--- config.mk ---
export PLATFORM = sky130hd
export DESIGN_NAME = sd_mirror_sched
export DESIGN_NICKNAME = d
export VERILOG_FILES = /design/src/rtl/sd_mirror_sched.sv
export SDC_FILE = /design/constraint.sdc
export NUM_CORES = 1
export LEC_CHECK = 0
export CAP_MARGIN = 40
export CORE_AREA = 2 2 98 100
export DETAILED_ROUTE_END_ITERATION = 8
export DIE_AREA = 0 0 100 102
export PLACE_DENSITY_LB_ADDON = 0.2
export SYNTH_ARGS = -nofsm -noshare
export SYNTH_HDL_FRONTEND = slang
export SYNTH_SLANG_ARGS = --single-unit
--- constraint.sdc ---
create_clock -name clk -period 2.35 [get_ports clk]
set_input_delay 0.47 -clock clk [delete_from_list [all_inputs] [get_ports clk]]
set_output_delay 0.47 -clock clk [all_outputs]
set_load 0.01 [all_outputs]
--- src/rtl/sd_mirror_sched.sv ---
// sd_mirror_sched
//   Non-atomic mirror scheduler. One upstream srdy/drdy stream arrives, and each
//   word carries a destination mask. The held word goes to each selected receiver
//   as soon as that receiver is ready. The next word is accepted only once every
//   selected receiver has taken the current one. Words with an empty mask are
//   consumed and counted. A per-receiver watchdog flags words that stay pending
//   for too long.
//
// Ports
//   clk        clock, rising edge
//   rst_n      asynchronous reset, active low
//   c_srdy     upstream word valid
//   c_drdy     upstream word accepted this cycle (combinational from p_drdy)
//   c_data     upstream data
//   c_dst      destination mask for c_data
//   p_srdy     per-receiver valid (the pending mask)
//   p_drdy     per-receiver ready
//   p_data     held data, common to all receivers
//   busy       a word is held with at least one pending receiver
//   done       one-cycle pulse after the last pending receiver took the word
//   stall_err  sticky per-receiver stall flags
//   err_clr    synchronous clear of stall_err
//   drop_cnt   saturating count of accepted words with an empty mask
module sd_mirror_sched #(
  parameter int mirror_cnt  = 2,
  parameter int width       = 32,
  parameter int stall_limit = 256,
  parameter int cnt_w       = 16
) (
  input  logic                  clk,
  input  logic                  rst_n,
  input  logic                  c_srdy,
  output logic                  c_drdy,
  input  logic [width-1:0]      c_data,
  input  logic [mirror_cnt-1:0] c_dst,
  output logic [mirror_cnt-1:0] p_srdy,
  input  logic [mirror_cnt-1:0] p_drdy,
  output logic [width-1:0]      p_data,
  output logic                  busy,
  output logic                  done,
  output logic [mirror_cnt-1:0] stall_err,
  input  logic                  err_clr,
  output logic [cnt_w-1:0]      drop_cnt
);

  // The age counter stops at stall_limit. The trigger value stall_limit-1 is
  // therefore crossed only once per word, so a cleared flag is not re-raised
  // by the same stalled word.
  localparam logic             WD_EN    = (stall_limit > 0) ? 1'b1 : 1'b0;
  localparam logic [cnt_w-1:0] AGE_MAX  = cnt_w'(stall_limit);
  localparam logic [cnt_w-1:0] AGE_TRIG = (stall_limit > 0) ? cnt_w'(stall_limit - 1) : cnt_w'(0);
  localparam logic [cnt_w-1:0] DROP_MAX = {cnt_w{1'b1}};
  localparam logic [mirror_cnt-1:0] MASK_ZERO = {mirror_cnt{1'b0}};

  logic [mirror_cnt-1:0] pend_q, pend_d;
  logic [width-1:0]      data_q, data_d;
  logic [cnt_w-1:0]      age_q, age_d;
  logic [cnt_w-1:0]      drop_q, drop_d;
  logic [mirror_cnt-1:0] err_q, err_d;
  logic                  done_q, done_d;

  logic [mirror_cnt-1:0] take_s;
  logic [mirror_cnt-1:0] next_pend_s;
  logic                  busy_s;
  logic                  last_s;
  logic                  accept_s;
  logic                  load_s;
  logic                  drop_s;
  logic                  wd_hit_s;

  // Delivery and handshake decode. c_drdy reopens in the cycle of the final take
  // so that back-to-back words flow without a bubble.
  always_comb begin
    take_s      = pend_q & p_drdy;
    next_pend_s = pend_q & ~take_s;
    busy_s      = (pend_q != MASK_ZERO);
    last_s      = busy_s & (next_pend_s == MASK_ZERO);
    accept_s    = c_srdy & (~busy_s | last_s);
    load_s      = accept_s & (c_dst != MASK_ZERO);
    drop_s      = accept_s & (c_dst == MASK_ZERO);
    wd_hit_s    = WD_EN & busy_s & (age_q == AGE_TRIG);
  end

  // Next-state computation for the pending mask, data, age, errors and drop count.
  always_comb begin
    pend_d = next_pend_s;
    data_d = data_q;
    age_d  = age_q;
    err_d  = err_q;
    drop_d = drop_q;
    done_d = last_s;

    // A new load overrides the clear of the previous word's last take.
    if (load_s) begin
      pend_d = c_dst;
      data_d = c_data;
      age_d  = cnt_w'(0);
    end else if (busy_s && !last_s && (age_q != AGE_MAX)) begin
      age_d = age_q + cnt_w'(1);
    end else begin
      age_d = age_q;
    end

    // A set and a clear in the same cycle: the newly flagged receivers stay set.
    if (err_clr) begin
      err_d = MASK_ZERO;
    end else begin
      err_d = err_q;
    end
    if (wd_hit_s) begin
      err_d = err_d | next_pend_s;
    end else begin
      err_d = err_d;
    end

    if (drop_s && (drop_q != DROP_MAX)) begin
      drop_d = drop_q + cnt_w'(1);
    end else begin
      drop_d = drop_q;
    end
  end

  // State registers.
  always_ff @(posedge clk or negedge rst_n) begin
    if (!rst_n) begin
      pend_q <= MASK_ZERO;
      data_q <= {width{1'b0}};
      age_q  <= cnt_w'(0);
      err_q  <= MASK_ZERO;
      drop_q <= cnt_w'(0);
      done_q <= 1'b0;
    end else begin
      pend_q <= pend_d;
      data_q <= data_d;
      age_q  <= age_d;
      err_q  <= err_d;
      drop_q <= drop_d;
      done_q <= done_d;
    end
  end

  assign c_drdy    = ~busy_s | last_s;
  assign p_srdy    = pend_q;
  assign p_data    = data_q;
  assign busy      = busy_s;
  assign done      = done_q;
  assign stall_err = err_q;
  assign drop_cnt  = drop_q;

endmodule

==> metrics <==
outcome completed; WL final 7.42 mm; Clock Tree Root clkbuf_8; Overflow after GRT 0; Die Width 100 um; Clock Skews 0.0105 ns; row cnt 35; worst vdd ir 0.288 mV; Pwr Total 0.00315 W; I/O Buffers 94; via count 2601; Reg-to-Reg Start drop_cnt[0]$_DFFE_PN0P_; clk sinks 69; H-tree depth 3; post-CTS setup buffers 0; busiest metal layer after global routing met2; placed cells 521; dominant cell by count in the synthesized netlist nand2_1; GRT Util Overall 0.152; Syn-to-layout area delta 40.9%; top cell type's share of synthesized area 0.547; delay-heaviest family, CP buffers and inverters; Hold WC Path Type in -> async; Power Density 710 nW/um2; sw frac 0.297; Relative slew margins 0.704; count of pins over their slew limit 0; Post-synth ARST share 1.00; crit path kind in -> out; clock power share 0.265; Slew @ Worst Pin 0.445 ns; DRC viols 0; Reg power frac 0.474; GR Layer Usage met1 0.188; Iter 0 DRT Violations 63; crit-path cells clkdlybuf4s50_1, nand2b_2, nand2_2, inv_1, clkdlybuf4s50_1; die height 102 um; Routability Congestion 0.792; Logic pwr share 0.261; Worst R2R End drop_cnt[10]$_DFFE_PN0P_; first-pass GRT wire length 12.1 mm; P_sw 0.000937 W; post-layout min period 2.24 ns; final net count 464; Max Cap Violations 0; fmax 0.447 GHz; YS warnings 0; post-synthesis sequential area ratio 0.547; wire per inst 13.8 um; Lkg Pwr 2.03 nW; share of cells above drive strength 1 0.113; RSZ-0062 raised after global routing no; Post-synth top cells nand2_1 (106), dfrtp_1 (69), nand3_1 (16), nor2_1 (14), xor2_1 (13); DR pass1 iterations 4; Sum Neg Setup Slack 0 ns; CP Capture Type output port; hpwl dp 5.45 mm; Cells after Synth 315; core area 9110 um2; initial core utilization 0.346; largest net degree at the start of global routing 44; CTS resizes 0; vias in the first global route 2539; # hold bufs at CTS 0; Clock transition at path regs 0.08 ns; Clock Path Buffers 2; utilization after layout 0.488; CP max-delay cell clkdlybuf4s50_1; worst slack at placement 0.106 ns; final setup fails 0; slowest stage delay, CP 0.54 ns; flop-to-flop setup slack 0.52 ns; initial antenna violation count 0; clk_lat worst skew 0.34 ns; Worst Path Max Fanout 2; syn avg cell area 10.0 um2; CP Launch Point p_drdy[1]; DRT antenna net count 0; most used cell, CP clkdlybuf4s50_1; Syn Nets 358; I/O Pins 95; cts bufs inserted 9; Synth Cell Area 3150 um2; Crit path depth 5; CTS tree yes; Global Route met2 Usage 0.258; largest area contributor in the netlist dfrtp_1; Ant. Diodes 0; crit path to c_drdy; worst reg-to-reg path cell count 5; Yosys reg bits 69; CP bufs+invs 3; CP Data Required Time 1.88 ns; Final Hold Viols 0; Crit path arrival time 1.77 ns; top_reg_cell synth dfrtp_1; drt via density 4.85; die area 10200 um2; Post-synth EDFFs 0; CP Launch Type primary input; final worst-path cycle share 0.952; Distinct cells, synth 49; met3 usage 0.0431; worst setup margin 0.112 ns; Pint 0.00222 W; top cells by area, synth dfrtp_1 (55%), nand2_1 (13%), xor2_1 (3.6%), nand3_1 (2.5%), xnor2_1 (2.5%); final non-filler cell total 536
## stage by stage
stage               hold WS (ns)  cell area, um2
floorplan                  0.174            3150
global placement           0.446            4280
detailed placement         0.451            4280
CTS                       0.0700            4440
global route              0.0795            4440
finish                    0.0578            4440
## power groups by stage
stage	clock network, W	logic [W]	registers [W]
6_report	0.000837	0.000823	0.00149
5_1_grt	0.000924	0.000911	0.00152
4_1_cts	0.000871	0.000842	0.00150
3_5_place_dp	0	0.000838	0.00152
3_3_place_gp	0	0.000826	0.00151
2_1_floorplan	0	0.000272	0.00157
## logic make-up after synthesis
| kind of cell | synth area share |
|---|---|
| simple gates | 0.298 |
| flops | 0.547 |
| xor+xnor | 0.0611 |
| compound gates | 0.0428 |
| buf+inv | 0.0226 |
| mux | 0.0167 |
| fa+ha+maj | 0.0119 |
## worst min-delay path by stage
stage | endpoint | slack (ns) | cells past startpoint
after floorplan | age_q[0]$_DFFE_PN0P_ | 0.17 | 0
after global placement | drop_cnt[4]$_DFFE_PN0P_ | 0.45 | 1
after detailed placement | drop_cnt[4]$_DFFE_PN0P_ | 0.45 | 1
after CTS | drop_cnt[3]$_DFFE_PN0P_ | 0.07 | 1
after global routing | drop_cnt[3]$_DFFE_PN0P_ | 0.08 | 1
final | drop_cnt[4]$_DFFE_PN0P_ | 0.06 | 1
## cells in the final DEF, fill, tap and decap left out, types with 2 or more instances in the layout
cell,count
nor2b_1,2
clkdlybuf4s50_1,93
xor2_1,13
ha_1,3
and3_1,5
o211ai_1,2
and4_1,5
clkinv_2,2
dfrtp_1,69
clkinvlp_4,2
o22ai_1,2
nand2_1,106
nand4_1,9
xnor2_1,9
nor4_2,2
buf_4,9
a31o_2,2
nand3_1,16
nor2_1,14
o31ai_1,2
mux2i_1,3
nor2_2,2
nand2_4,2
inv_1,7
nand2b_2,2
nor3_1,3
clkbuf_8,10
## per-layer routing
layer  part of all wire  vias to the layer above
met5                  0                        -
met4              0.013                        0
met3              0.047                       11
met2               0.50                       61
met1               0.44                     1254
li1                   -                     1275
## sequential cells by signal, summed over array words and instances (netlist names)
name / cells
age_q: 16
done: 1
drop_cnt: 16
p_data: 32
p_srdy: 2
stall_err: 2
## worst register-to-register path, cell delays in order (launching register included)
cell     delay (ns)
dfrtp_1        0.42
ha_1           0.23
nand4_1        0.21
nor3_1         0.32
and3_2         0.23
mux2_2         0.32
## area by class of cell
cell class	count	area [um2]
Sequential cell	69	1730
Tap cell	111	139
Timing Repair Buffer	104	1020
Inverter	7	26.3
Fill cell	874	4660
Clock buffer	11	141
Clock inverter	4	25.0
Multi-Input combinational cell	230	1360
Power figures use the tool's default switching activity.
